### config.mk
export PLATFORM = sky130hd
export DESIGN_NAME = fp_align_add_flat
export DESIGN_NICKNAME = d
export VERILOG_FILES = /design/src/rtl/fp_align_add_pkg.sv /design/src/rtl/fp_align_add_if.sv /design/src/rtl/fp_align_add_unpack.sv /design/src/rtl/fp_align_add.sv /design/src/flat_wrapper.sv
export SDC_FILE = /design/constraint.sdc
export NUM_CORES = 1
export LEC_CHECK = 0
export CELL_PAD_IN_SITES_DETAIL_PLACEMENT = 1
export CELL_PAD_IN_SITES_GLOBAL_PLACEMENT = 1
export CORE_MARGIN = 2
export CORE_UTILIZATION = 44
export CTS_CLUSTER_DIAMETER = 60
export DETAILED_ROUTE_END_ITERATION = 10
export GPL_ROUTABILITY_DRIVEN = 0
export PLACE_DENSITY = 0.95
export SLEW_MARGIN = 20
export SYNTH_ARGS = -nofsm -noshare
export SYNTH_HDL_FRONTEND = slang
export SYNTH_SLANG_ARGS = --single-unit
### constraint.sdc
create_clock -name clk -period 14.7 [get_ports clk]
set_input_delay 3.675 -clock clk [delete_from_list [all_inputs] [get_ports clk]]
set_output_delay 3.675 -clock clk [all_outputs]
set_load 0.005 [all_outputs]
### src/rtl/fp_align_add_pkg.sv
// Shared widths, constants and FSM state encoding for the binary32 align/add front end.
package fp_pkg;
    localparam int EXP_W  = 8;
    localparam int FRAC_W = 23;
    localparam int SIG_W  = 24;
    localparam int SUM_W  = 25;

    localparam logic [EXP_W-1:0] EXP_SPECIAL = 8'hFF;
    localparam logic [EXP_W-1:0] ALIGN_MAX   = 8'd25;

    typedef enum logic [1:0] {IDLE, ALIGN, ADD, DONE} state_t;
endpackage

### src/rtl/fp_align_add_if.sv
// Operand/result bus with valid/ready on both sides; master is the producer/consumer, slave is the adder.
interface fp_align_add_if;
    import fp_pkg::*;

    // A transfer happens on a rising edge where valid and ready are both high;
    // valid and its payload stay stable until that edge.
    logic             in_valid;
    logic             in_ready;
    logic [31:0]      a;
    logic [31:0]      b;
    logic             op_sub;
    logic             out_valid;
    logic             out_ready;
    logic [SUM_W-1:0] result;
    logic [EXP_W-1:0] e;
    logic             sign;
    logic             out_zero;
    logic             out_special;

    modport master (
        output in_valid, a, b, op_sub, out_ready,
        input  in_ready, out_valid, result, e, sign, out_zero, out_special
    );

    modport slave (
        input  in_valid, a, b, op_sub, out_ready,
        output in_ready, out_valid, result, e, sign, out_zero, out_special
    );
endinterface

### src/rtl/fp_align_add_unpack.sv
// Splits a binary32 word into sign, effective exponent, significand with hidden bit, and Inf/NaN flag.
module fp_unpack
    import fp_pkg::*;
(
    input  logic [31:0]      word,
    output logic             sign,
    output logic [EXP_W-1:0] exp_eff,
    output logic [SIG_W-1:0] sig,
    output logic             is_special
);
    logic             hidden;
    logic [EXP_W-1:0] exp_raw;

    assign exp_raw    = word[30:23];
    assign hidden     = (exp_raw != '0);
    assign sign       = word[31];
    // Subnormals share the scale of exponent 1.
    assign exp_eff    = hidden ? exp_raw : 8'd1;
    assign sig        = {hidden, word[FRAC_W-1:0]};
    assign is_special = (exp_raw == EXP_SPECIAL);
endmodule

### src/rtl/fp_align_add.sv
// Orders two binary32 operands, serially aligns the smaller significand, then adds/subtracts magnitudes.
module fp_align_add
    import fp_pkg::*;
(
    input  logic           clk,
    input  logic           rst,
    fp_align_add_if.slave  bus,
    output state_t         dbg_state
);
    logic             a_sign, b_sign, a_spec, b_spec;
    logic [EXP_W-1:0] a_exp, b_exp;
    logic [SIG_W-1:0] a_sig, b_sig;
    logic [31:0]      b_eff;

    assign b_eff = {bus.b[31] ^ bus.op_sub, bus.b[30:0]};

    fp_unpack u_unpack_a (.word(bus.a), .sign(a_sign), .exp_eff(a_exp), .sig(a_sig), .is_special(a_spec));
    fp_unpack u_unpack_b (.word(b_eff), .sign(b_sign), .exp_eff(b_exp), .sig(b_sig), .is_special(b_spec));

    // Magnitude order on the raw {exp, frac} bits; ties keep A as the larger operand.
    logic             a_big;
    logic             l_sign, s_sign, any_special;
    logic [EXP_W-1:0] l_exp, s_exp, diff;
    logic [SIG_W-1:0] l_sig, s_sig;

    assign a_big       = (bus.a[30:0] >= bus.b[30:0]);
    assign l_sign      = a_big ? a_sign : b_sign;
    assign s_sign      = a_big ? b_sign : a_sign;
    assign l_exp       = a_big ? a_exp  : b_exp;
    assign s_exp       = a_big ? b_exp  : a_exp;
    assign l_sig       = a_big ? a_sig  : b_sig;
    assign s_sig       = a_big ? b_sig  : a_sig;
    assign diff        = l_exp - s_exp;
    assign any_special = a_spec | b_spec;

    state_t           state;
    logic [SIG_W-1:0] m_l, m_s;
    logic [EXP_W-1:0] e_l;
    logic             sign_l, eff_sub, special;
    logic [4:0]       cnt;
    logic [SUM_W-1:0] sum;

    // L >= S by construction, so the subtraction cannot wrap.
    assign sum       = eff_sub ? ({1'b0, m_l} - {1'b0, m_s}) : ({1'b0, m_l} + {1'b0, m_s});
    assign dbg_state = state;

    always_ff @(posedge clk) begin
        if (rst) begin
            state           <= IDLE;
            bus.in_ready    <= 1'b1;
            bus.out_valid   <= 1'b0;
            bus.result      <= '0;
            bus.e           <= '0;
            bus.sign        <= 1'b0;
            bus.out_zero    <= 1'b0;
            bus.out_special <= 1'b0;
            m_l             <= '0;
            m_s             <= '0;
            e_l             <= '0;
            sign_l          <= 1'b0;
            eff_sub         <= 1'b0;
            special         <= 1'b0;
            cnt             <= '0;
        end else begin
            case (state)
                IDLE: begin
                    if (bus.in_valid) begin
                        bus.in_ready <= 1'b0;
                        m_l          <= l_sig;
                        e_l          <= l_exp;
                        sign_l       <= l_sign;
                        eff_sub      <= l_sign ^ s_sign;
                        special      <= any_special;
                        cnt          <= diff[4:0];
                        // Specials and out-of-range shifts skip alignment entirely.
                        if (any_special || diff >= ALIGN_MAX) begin
                            m_s   <= '0;
                            state <= ADD;
                        end else begin
                            m_s   <= s_sig;
                            state <= (diff == '0) ? ADD : ALIGN;
                        end
                    end
                end
                ALIGN: begin
                    m_s <= m_s >> 1;
                    cnt <= cnt - 5'd1;
                    if (cnt == 5'd1) state <= ADD;
                end
                ADD: begin
                    bus.out_valid <= 1'b1;
                    state         <= DONE;
                    if (special) begin
                        bus.result      <= '0;
                        bus.e           <= EXP_SPECIAL;
                        bus.sign        <= 1'b0;
                        bus.out_zero    <= 1'b0;
                        bus.out_special <= 1'b1;
                    end else begin
                        bus.result      <= sum;
                        bus.e           <= e_l;
                        bus.sign        <= (sum == '0) ? 1'b0 : sign_l;
                        bus.out_zero    <= (sum == '0);
                        bus.out_special <= 1'b0;
                    end
                end
                DONE: begin
                    if (bus.out_ready) begin
                        bus.out_valid <= 1'b0;
                        bus.in_ready  <= 1'b1;
                        state         <= IDLE;
                    end
                end
                default: state <= IDLE;
            endcase
        end
    end
endmodule

### src/flat_wrapper.sv
// flat-port wrapper written by rule: the top's interface ports become plain ports
module fp_align_add_flat import fp_pkg::*;
  (clk, rst, dbg_state, bus_in_valid, bus_a, bus_b, bus_op_sub, bus_out_ready, bus_in_ready, bus_out_valid, bus_result, bus_e, bus_sign, bus_out_zero, bus_out_special);
  fp_align_add_if bus_i ();
  input  logic clk;
  input  logic rst;
  output state_t dbg_state;
  input wire logic [$bits(bus_i.in_valid)-1:0] bus_in_valid;
  input wire logic [$bits(bus_i.a)-1:0] bus_a;
  input wire logic [$bits(bus_i.b)-1:0] bus_b;
  input wire logic [$bits(bus_i.op_sub)-1:0] bus_op_sub;
  input wire logic [$bits(bus_i.out_ready)-1:0] bus_out_ready;
  output wire logic [$bits(bus_i.in_ready)-1:0] bus_in_ready;
  output wire logic [$bits(bus_i.out_valid)-1:0] bus_out_valid;
  output wire logic [$bits(bus_i.result)-1:0] bus_result;
  output wire logic [$bits(bus_i.e)-1:0] bus_e;
  output wire logic [$bits(bus_i.sign)-1:0] bus_sign;
  output wire logic [$bits(bus_i.out_zero)-1:0] bus_out_zero;
  output wire logic [$bits(bus_i.out_special)-1:0] bus_out_special;
  assign bus_i.in_valid = bus_in_valid;
  assign bus_i.a = bus_a;
  assign bus_i.b = bus_b;
  assign bus_i.op_sub = bus_op_sub;
  assign bus_i.out_ready = bus_out_ready;
  assign bus_in_ready = bus_i.in_ready;
  assign bus_out_valid = bus_i.out_valid;
  assign bus_result = bus_i.result;
  assign bus_e = bus_i.e;
  assign bus_sign = bus_i.sign;
  assign bus_out_zero = bus_i.out_zero;
  assign bus_out_special = bus_i.out_special;
  fp_align_add u_core (.clk(clk), .rst(rst), .bus(bus_i), .dbg_state(dbg_state));
endmodule
Word level (Yosys, flattened, before mapping)
Index checks and enable logic that the tools add are counted.
{"block": "classes", "n_addsub": 4, "order_cmp": 2, "n_eq_ne": 9, "n_mux": 31, "bitwise_logic": 3, "reduce_logical": 14}
{"cell": "$mux W24", "count": 4}
{"cell": "$mux W25", "count": 2}
{"cell": "$pmux W24 S2", "count": 1}
{"cell": "$mux W8", "count": 5}
{"cell": "$ge A31 B31 Y1", "count": 1}
{"cell": "$add A24 B24 Y25", "count": 1}
{"cell": "$logic_not A25 Y1", "count": 1}
{"cell": "$sub A24 B24 Y25", "count": 1}
{"cell": "$eq A8 B8 Y1 const B", "count": 2}
{"cell": "$reduce_bool A8 Y1", "count": 2}
{"cell": "$mux W2", "count": 5}
{"cell": "$pmux W5 S2", "count": 1}
{"cell": "$mux W1", "count": 9}
{"cell": "$ge A8 B5 Y1 const B", "count": 1}
{"cell": "$logic_not A8 Y1", "count": 1}
{"cell": "$pmux W2 S4", "count": 1}
{"cell": "$sub A8 B8 Y8", "count": 1}
{"cell": "$reduce_and A2 Y1", "count": 3}
{"cell": "$reduce_and A3 Y1", "count": 2}
{"cell": "$reduce_bool A2 Y1", "count": 3}
{"cell": "$eq A5 B1 Y1 const B", "count": 1}
{"cell": "$mux W5", "count": 1}
{"cell": "$sub A5 B1 Y5 const B", "count": 1}
{"cell": "$eq A2 B2 Y1 const B", "count": 2}
{"cell": "8 further kinds", "count": 11}
{"block": "totals", "ff_bits": 104, "in_bits": 69, "output_inout_bits": 40, "wordCells": 78}

Depth between registers and ports, before layout
{"block": "logic_depth", "word_depth": 9, "ltp_mapped": 25, "mapped_depth_nobuf": 21}

By module
Synthesis repeated with hierarchy kept, for this count alone.
{"block": "unflattened", "hier_cells": 1043, "hier_area_um2": 8311.7}
{"module": "fp_align_add", "n_inst": 1, "cells_each": 965, "area_per_inst_um2": 7786.2, "seq_area_each_um2": 2082.0}
{"module": "fp_unpack", "n_inst": 2, "cells_each": 39, "area_per_inst_um2": 262.8, "seq_area_each_um2": 0.0}

Worst setup path before layout
Ideal clock, no wire load.
{"block": "synth_path", "path_kind": "in2reg", "startpoint": "in bus_b[24]", "endpoint": "reg u_core.m_s[17]", "setup_ns": 0.091, "arrival_ns": 7.963, "required_ns": 14.609, "path_slack_ns": 6.646, "path_stages": 24, "n_path_buf": 4, "cell_sequence": "inv_1 > ha_1 > a21oi_1 > nor2_1 > a2111oi_0 > a21oi_1 > a211o_1 > or2_2 > buf_6 > buf_4 > mux2i_1 > ha_1 > fa_1 > nor2b_1 > o21a_1 > o21a_1 > nor2_1 > a311oi_1 > nand3_1 > nor3_1 > buf_2 > buf_2 > nand3_1 > a311oi_1"}
{"block": "synth_between", "elab_chain_cells": 9, "word_cells_on_any_way": 14, "classes_between": "add/sub: 1; order compare: 2; eq/ne: 1; mux: 7; bitwise: 1; reduce/logical: 2"}
{"element": "start, declared", "line_no": "flat_wrapper.sv:10", "rtl": "input wire logic [$bits(bus_i.b)-1:0] bus_b;"}
{"element": "parallel branches: the longest is 6 deep, another holds $ge A31 B31 Y1"}
{"element": "$mux W24 *", "line_no": "fp_align_add.sv:76", "rtl": "if (any_special || diff >= ALIGN_MAX) begin"}
{"element": "$mux W24 *", "line_no": "fp_align_add.sv:67", "rtl": "if (bus.in_valid) begin"}
{"element": "$pmux W24 S2 *", "line_no": "fp_align_add.sv:65", "rtl": "case (state)"}
{"element": "end signal, assigned", "line_no": "fp_align_add.sv:80", "rtl": "m_s <= s_sig;"}
{"element": "end signal, assigned", "line_no": "fp_align_add.sv:86", "rtl": "m_s <= m_s >> 1;"}
{"element": "end, declared", "line_no": "fp_align_add.sv:37", "rtl": "logic [SIG_W-1:0] m_l, m_s;"}
Mark *: on every way between the ends. The select of a mux whose other input is x is not followed.
A chain may end at the register's enable or synchronous reset.

Worst setup path after layout
{"block": "layout_path", "startpoint": "in bus_b[18]", "endpoint": "reg u_core.m_s[22]"}
{"block": "layout_between", "elab_chain_cells": 8, "word_cells_on_any_way": 10, "classes_between": "add/sub: 1; order compare: 2; mux: 6; reduce/logical: 1"}
{"element": "$ge A31 B31 Y1 *", "line_no": "fp_align_add.sv:26", "rtl": "assign a_big = (bus.a[30:0] >= bus.b[30:0]);"}
{"element": "$mux W8, on equally long branches", "line_no": "fp_align_add.sv:29, fp_align_add.sv:30"}
{"element": "$sub A8 B8 Y8", "line_no": "fp_align_add.sv:33", "rtl": "assign diff = l_exp - s_exp;"}
{"element": "$ge A8 B5 Y1", "line_no": "fp_align_add.sv:76"}
{"element": "$logic_or A1 B1 Y1", "line_no": "fp_align_add.sv:76"}
{"element": "$mux W24 *", "line_no": "fp_align_add.sv:76"}
{"element": "$mux W24 *", "line_no": "fp_align_add.sv:67"}
{"element": "$pmux W24 S2 *", "line_no": "fp_align_add.sv:65"}
Every way passes the cells marked *; elsewhere a longest branch is shown, timed or not. The select of a mux whose other input is x is not followed.

==> metrics.yaml <==
run_status: "complete, no violations"
antenna_found_initial: 0
netlist-cell-type-count: 79
ir_drop_v: 0.0000980
power.density_mw_per_mm2: 244
grt_max_degree: 63
initial_core_util_pct: 45.1
whs_ns: 0.474
ys_ff_latch: 104
synth_warnings: 0
reg2reg_from: "u_core.m_s[2]"
nets: 1241
tightest_slew_ns: 0.759
fin_crit_ns: 9.43
avgSynthCellArea_um2: 7.54
cts_resized: 0
wl_per_cell_um: 20.1
synth_edf_count: 0
core_area_mm2: 0.0173
grt_pass1_vias: 8212
numCtsBuffers: 9
clock_path_buffers: 2
dp_hpwl_um: 19400
cp.arrival_ns: 9.69
critPathCaptureType: "flop"
die_area_mm2: 0.0188
synth.yosys.seq_area_share_pct: 26.7
drive_above_1_share_pct: 5.88
fmax_mhz: 106
clk_pin_slew_ns: 0.08
critPathLaunch: "bus_b[18]"
cts_root_buf: "clkbuf_16"
r2r_cells: 15
leakagePower_nw: 3.67
numClockSinks: 104
io-pin-count: 109
netlist_instances: 1035
slew_headroom_pct: 49.4
vias_per_cell: 6.20
startpoint_type: "input port"
n_fill_cell: 2181
power_w: 0.00227
drtIter0Drc: 670
antenna_cells: 0
synth_area_leaders: "dfxtp_1 27%, ha_1 11%, nor2_1 8.3%"
hold_violations: 0
drc: 0
totalWireLength_um: 26800
hold_buffers: 0
path_max_fanout: 56
hp-class: "reg2reg"
syn_to_final_growth_pct: 19.0
tns_ns: 0
rsz0062_at_grt: "no"
vias: 8255
netlist_area_mm2: 0.00780
die_x_um: 137
overflow: 0
firstDrtPassIters: 5
period_share_pct: 64.1
die_h_um: 137
synth_top_cell_by_area: "dfxtp_1"
ys.flop_type: "dfxtp_1"
h-tree-depth: 3
worst_clock_skew_ns: 0.0104
synth_top_area_share_pct: 26.7
final_util_pct: 53.7
drv_cap: 0
hold_path_depth: 2
maxSlewViolCount: 0
cp_data_required_time_ns: 14.97
fp-row-count: 48
grt_usage_pct: 28.9
post_cts_buffers: 0
setup_viol: 0
cts_tree: "yes"
hold_start: "u_core.cnt[1]"
dp_slack_ns: 4.74
synthArstFlopShare_pct: 0
setup_ws_ns: 5.27
crit_type: "in2reg"
grt_pass1_wl_um: 43200
ant_nets: 0
synthesis.nets: 1175
clk_latency_ns: 0.37
portBuffers: 108
[worst paths after layout]
check	to	slack (ns)
max reg2reg	u_core.bus.out_zero	10.16
max	u_core.m_s[22]	5.27
min	u_core.cnt[1]	0.47
min reg2reg	u_core.cnt[1]	0.47
[through the flow]
step                cell area, um^2  instances
floorplan                      7800       1035
global placement               8970       1315
detailed placement             8970       1315
CTS                            9290       1331
global route                   9290       1331
finish                         9290       1331
[flip-flops by register name (all words and copies together) (netlist names), 2 cells and up]
signal / cells
u_core.bus.e: 8
u_core.e_l: 8
u_core.bus.result: 25
u_core.m_l: 24
u_core.dbg_state: 2
u_core.cnt: 5
u_core.m_s: 24
[layer usage]
metal | GRT usage [%] | vias up | wire (um) | share of wire [%]
met5 | 0 | - | 0 | 0
met4 | 10.2 | 0 | 707 | 2.6
met3 | 3.13 | 63 | 1620 | 6.1
met2 | 48.6 | 320 | 12700 | 47
met1 | 38.6 | 4042 | 11800 | 44
li1 | - | 3830 | - | -
[power by group]
part	total [W]	switching, W	leakage [nW]	internal, W
Sequential	0.000490	0.000110	0.855	0.000380
Clock	0.000264	0.000125	0.151	0.000139
Combinational	0.00151	0.000915	2.66	0.000597
Total	0.00227	0.00115	3.67	0.00112
[worst max-delay path: stages]
cell and delay (ns):
clkdlybuf4s50_1 0.55, inv_1 0.08, ha_1 0.30, nand3_1 0.14, nor4_1 0.35, nor3b_2 0.33, nand3_1 0.10, a21oi_1 0.16
a211o_1 0.28, or2_4 0.62, mux2i_1 0.19, ha_1 0.26, fa_1 0.43, nor2b_1 0.15, o21a_1 0.17, o21a_1 0.16
nor2_1 0.10, a311oi_1 0.34, nand3_1 0.15, nor3_2 0.17, buf_4 0.47, nand3_1 0.15, a311oi_1 0.34
[cell families after synthesis]
kind of cell	Yosys count	synth area share (%)
muxes	7	0.946
DFF	104	26.7
xor gates and xnor gates	51	5.72
AOI/OAI and AO/OA	278	25.3
adders and majority gates	71	11.6
and+or+nand+nor	402	23.3
buffers and inverters	122	6.43
[Yosys cell counts, types with 4 or more instances]
cell,number
o21a_1,17
and2_1,6
a21o_1,6
nand2b_1,6
clkbuf_1,45
nor2b_1,8
o21ai_1,9
ha_1,69
nand3_1,60
nand2_1,93
dfxtp_1,104
a21oi_1,77
o22ai_1,4
nor2_1,172
buf_2,8
o21ai_0,27
a31oi_1,8
xor2_1,22
xnor2_1,29
a211oi_1,10
a311oi_1,50
nor3_1,17
a22oi_1,20
o211ai_1,7
nand4_1,10
inv_1,59
mux2i_1,4
buf_4,5
[layout make-up]
type	instances	area (um^2)	area share [%]
timing repair buffer	117	1140	12.3
tap	225	282	3.03
inverter	60	225	2.42
multi-input combinational	809	5240	56.4
sequential	104	2080	22.4
clock inverter	6	75.1	0.808
clock buffer	10	239	2.57
[layout by cell type (no fill, tap or decap), types with 3 or more instances in the layout]
cell type / synthesis / routed
nor2_1: 172 / 171
clkdlybuf4s50_1: 0 / 107
dfxtp_1: 104 / 104
nand2_1: 93 / 93
a21oi_1: 77 / 76
ha_1: 69 / 69
nand3_1: 60 / 60
inv_1: 59 / 59
a311oi_1: 50 / 50
xnor2_1: 29 / 29
o21ai_0: 27 / 27
xor2_1: 22 / 22
a22oi_1: 20 / 20
o21a_1: 17 / 17
nor3_1: 17 / 16
nand4_1: 10 / 10
a211oi_1: 10 / 10
clkbuf_16: 0 / 9
buf_4: 5 / 9
nor2b_1: 8 / 8
o21ai_1: 9 / 8
a31oi_1: 8 / 8
o211ai_1: 7 / 7
a21o_1: 6 / 6
nand2b_1: 6 / 6
and2_1: 6 / 6
o22ai_1: 4 / 4
mux2i_1: 4 / 4
o21ai_2: 3 / 4
nor4_1: 3 / 3
mux2_2: 3 / 3
or4_1: 3 / 3
a21oi_2: 2 / 3
a211oi_2: 3 / 3
or3_1: 3 / 3
nand3b_1: 3 / 3
No activity file was read; power rests on OpenSTA's default activity.
==> RTL change 1 (same settings) <==
`ALIGN_MAX`: 8'd25 -> 8'd24.
--- a/src/rtl/fp_align_add_pkg.sv
+++ b/src/rtl/fp_align_add_pkg.sv
@@ -6,7 +6,7 @@
     localparam int SUM_W  = 25;
 
     localparam logic [EXP_W-1:0] EXP_SPECIAL = 8'hFF;
-    localparam logic [EXP_W-1:0] ALIGN_MAX   = 8'd25;
+    localparam logic [EXP_W-1:0] ALIGN_MAX   = 8'd24;
 
     typedef enum logic [1:0] {IDLE, ALIGN, ADD, DONE} state_t;
 endpackage
Behaviour: not the same (a bounded check fails within 4 cycles, from zero or initial values and one cycle with rst high).
==> RTL change 1 against the unedited design <==
Sequential cell count unchanged. Via count decreased by 5.8%. Wire length is 6.8% lower. Die area about the same. Area after synthesis is essentially flat. Cell area barely moved. Highest routed layer unchanged. Total power decreased by 0.76%. Worst setup slack got worse by 0.56 ns. Largest cell class unchanged.
==> RTL change 1: results (changes against the unedited design) <==
| Metric | Value |
|---|---|
| DR iter-0 viols | 707 (+5.5%) |
| Critical Path Fanout Max | 72 (+29%) |
| CTS buffer count | 9 (unchanged) |
| Largest net degree at the start of global routing | 81 (+29%) |
| Peak supply drop | 0.000107 V (+8.8%) |
| Static leakage | 3.97 nW (+8.4%) |
| First-pass GRT wire length | 40.0 mm (-7.6%) |
| M1 WL | 11.6 mm (-1.7%) |
| Yosys cell types | 71 (-10%) |
| Syn avg cell area | 8.01 um2 (+6.2%) |
| Slowest CP cell | buf_4 |
| H-tree levels | 3 (unchanged) |
| Share of cells above drive strength 1 | 4.88% (-1.0 points) |
| Met3 Use GR | 3.37% (+0.24 points) |
| Worst-Margin Slew | 1.08 ns (+0.317 ns) |
| Syn nets | 1114 (-5.2%) |
| Detail Route met2 WL | 11.6 mm (-8.7%) |
| GRT met2 Usage | 43.1% (-5.4 points) |
| Dpl hpwl | 19.2 mm (-1.5%) |
| Metal3 WL | 1.23 mm (-24%) |
| Antenna violations before repair | 0 (unchanged) |
| Reg2Reg Setup Slack | 9.32 ns (-0.84 ns) |
| DR WL/cell | 19.7 um (-2.3%) |
| YS warnings | 0 (unchanged) |
| Number of global-route vias before repair | 7717 (-6.0%) |
| Max incr delay on CP | 0.80 ns (+0.18 ns) |
| Layout Nets | 1180 (-4.9%) |
| Ys async rst share | 0% (unchanged) |
| DR vias/cell | 6.12 (-1.3%) |
| Top cells by area, synth | dfxtp_1 (27%), ha_1 (11%), nor2_1 (6.5%) |
| Post-CTS resize count | 0 (unchanged) |
| Met1 Usage GRT | 36.9% (-1.6 points) |
| Clk_skew | 0.00818 ns (-0.00222 ns) |
| Synth top cells by count | nor2_1 (135), dfxtp_1 (104), a21oi_1 (89) |
| NetSw | 1.11 mW (-3.1%) |
| Status | complete, no violations |
| Largest delay share family, worst path | compound AO/OA/AOI/OAI gates |
| Global Route Usage Sum | 26.8% (-2.2 points) |
| Sequential area share after synthesis | 26.7% (about the same) |
[RTL change 1: worst paths after layout]
check,from,endpoint,cells past startpoint
max,bus_b[24],u_core.m_s[0],21
min,u_core.bus.e[0],u_core.bus.e[0],2
max reg2reg,u_core.m_s[2],u_core.bus.sign,16
min reg2reg,u_core.bus.e[0],u_core.bus.e[0],2
[RTL change 1: cells by family (layout without fill, tap and decap cells)]
group,after synthesis,after routing,share of synthesized area (%)
xor+xnor,49,49,5.50
flops,104,104,26.7
fa+ha+maj,71,71,11.6
compound gates,290,290,25.3
simple gates,287,287,17.6
buf+inv,114,185,5.63
mux,59,59,7.71
[RTL change 1: final cells by class]
type	count	area, um2
Timing Repair Buffer	115	1130
Fill cell	2095	8020
Tap cell	225	282
Multi-Input combinational cell	756	5300
Inverter	54	203
Sequential cell	104	2080
Clock buffer	10	229
Clock inverter	6	60.1
[RTL change 1: power groups by stage]
stage | Clock [mW] | Sequential [mW] | Combinational, mW
detailed placement | 0 | 0.477 | 1.49
finish | 0.245 | 0.475 | 1.53
global route | 0.258 | 0.485 | 1.67
floorplan | 0 | 0.452 | 1.08
global placement | 0 | 0.468 | 1.43
CTS | 0.248 | 0.471 | 1.51
[RTL change 1: metrics by stage]
| stage | cell area, um2 | cells | util (%) | setup WS, ns | hold slack, ns |
|---|---|---|---|---|---|
| global placement | 8990 | 1254 | 52.0 | 4.91 | 0.463 |
| global route | 9280 | 1270 | 53.7 | 4.30 | 0.509 |
| finish | 9280 | 1270 | 53.7 | 4.71 | 0.494 |
| CTS | 9280 | 1270 | 53.7 | 4.82 | 0.489 |
| detailed placement | 8990 | 1254 | 52.0 | 4.51 | 0.479 |
| floorplan | 7800 | 974 | - | 6.39 | 0.436 |
==> RTL change 2 (config.mk and constraints unchanged) <==
Made on the original files. Make the reset (`rst`) asynchronous in one clocked block.
--- a/src/rtl/fp_align_add.sv
+++ b/src/rtl/fp_align_add.sv
@@ -44,7 +44,7 @@
     assign sum       = eff_sub ? ({1'b0, m_l} - {1'b0, m_s}) : ({1'b0, m_l} + {1'b0, m_s});
     assign dbg_state = state;
 
-    always_ff @(posedge clk) begin
+    always_ff @(posedge clk or posedge rst) begin
         if (rst) begin
             state           <= IDLE;
             bus.in_ready    <= 1'b1;
Formal check against the unedited RTL: differs if rst is asserted again (counterexample within 4 cycles, from zero or initial values and one cycle with rst high); with rst held inactive, the same outputs for 4 cycles.
==> RTL change 2 against the unedited design <==
Clock power increased by 4%. The flow now finishes with violations (DRC). Cell area increased by 3.8%. Area after synthesis increased by 4.5%. Hold slack improved by 0.018 ns. Sequential cell count unchanged. Total power increased by 20%. Final cell count decreased by 8.4%. Wire length decreased by 1.1%. Die area increased by 4.4%. First-iteration DRC count decreased by 9.7%. Worst setup slack got worse by 1.0 ns.
==> RTL change 2: results (changes against the unedited design) <==
| Metric | Value |
|---|---|
| Number of global-route vias before repair | 7838 (-4.6%) |
| Crit Reg-Reg Startpoint | u_core.m_s[5] |
| Drt pass-1 iters | 8 (+3) |
| Clk_skew | 0.0168 ns (+0.00636 ns) |
| Via count | 7583 (-8.1%) |
| Reg-to-Reg End | u_core.bus.out_zero |
| Combinational fraction of design power | 69.0% (+2.3 points) |
| Hold Path Sink | u_core.bus.result[21] |
| R2R cell count | 16 (+1) |
| First-pass GRT wire length | 42.3 mm (-2.1%) |
| Status | complete, but fails checks |
| CP startpoint | bus_b[19] |
| Tcrit/Tclk final | 71.0% (+6.9 points) |
| Hold_sp | u_core.bus.result[21] |
| Largest delay share family, worst path | compound AO/OA/AOI/OAI gates |
| Dpl hpwl | 19.9 mm (+2.2%) |
| Synth top cells by count | dfrtp_1 (103), ha_1 (69), nor2_1 (69) |
| Max incr delay on CP | 0.90 ns (+0.28 ns) |
| Peak supply drop | 0.000126 V (+29%) |
| Ys async rst share | 100% (+100 points) |
| Worst-Margin Slew | 1.01 ns (+0.249 ns) |
| DRC Markers | 7 (+7) |
| Sequential area share after synthesis | 31.9% (+5.2 points) |
| CP arrival | 10.70 ns (+1.01 ns) |
| Top FF cell, synth | dfrtp_1 |
| CP endpoint | u_core.m_s[21] |
| Global Route Usage Sum | 26.9% (-2.0 points) |
| Syn nets | 1047 (-11%) |
| Worst hold path depth | 1 (-1) |
| Layout Nets | 1125 (-9.3%) |
| Slowest CP cell | o311ai_4 |
| Static leakage | 4.28 nW (+17%) |
| Seq. pwr | 566 uW (+16%) |
| NetSw | 1.37 mW (+19%) |
| Failing checks | DRC |
| Total Wirelength | 26.5 mm (-1.1%) |
## RTL change 2: changes by cell type after synthesis, sizes merged, moves of 20 or more
cell | unedited run | this run
dfxtp | 104 | 0
nor2 | 173 | 69
dfrtp | 0 | 103
mux2i | 4 | 56
a311oi | 50 | 1
nand3 | 61 | 21
nand2 | 94 | 59
o21ai | 39 | 61
a22oi | 20 | 0
## RTL change 2: layout make-up
| class | instances | area, um2 |
|---|---|---|
| Clock buffer | 9 | 225 |
| Clock inverter | 7 | 98.8 |
| Fill cell | 2064 | 8450 |
| Inverter | 60 | 228 |
| Tap cell | 229 | 287 |
| Sequential cell | 104 | 2600 |
| Multi-Input combinational cell | 695 | 5060 |
| Timing Repair Buffer | 115 | 1140 |
## RTL change 2: cell families (layout without fill, tap and decap cells)
| group | count (synthesis) | in the layout | synth area share [%] |
|---|---|---|---|
| fa+ha+maj | 71 | 71 | 11.1 |
| mux | 73 | 73 | 9.22 |
| flops | 104 | 104 | 31.9 |
| simple gates | 241 | 241 | 14.8 |
| buf+inv | 108 | 191 | 6.12 |
| xor+xnor | 47 | 47 | 5.05 |
| compound gates | 263 | 263 | 21.8 |
## RTL change 2: stage by stage
stage	util (%)	cells	area [um2]	power, mW	hold slack, ns
6_report	53.3	1219	9640	2.71	0.492
5_1_grt	53.3	1219	9640	2.91	0.504
4_1_cts	53.2	1218	9630	2.69	0.498
3_5_place_dp	51.4	1202	9310	2.38	0.479
3_3_place_gp	51.4	1202	9310	2.27	0.475
2_1_floorplan	-	907	8160	1.85	0.451
## RTL change 2: metal layers
metal	GRT usage, %	vias to the layer above	part of all wire [%]
met3	3.25	66	4.8
met2	43.9	303	47
li1	-	3469	-
met4	11.3	0	3.2
met5	0	-	0
met1	36.4	3745	45
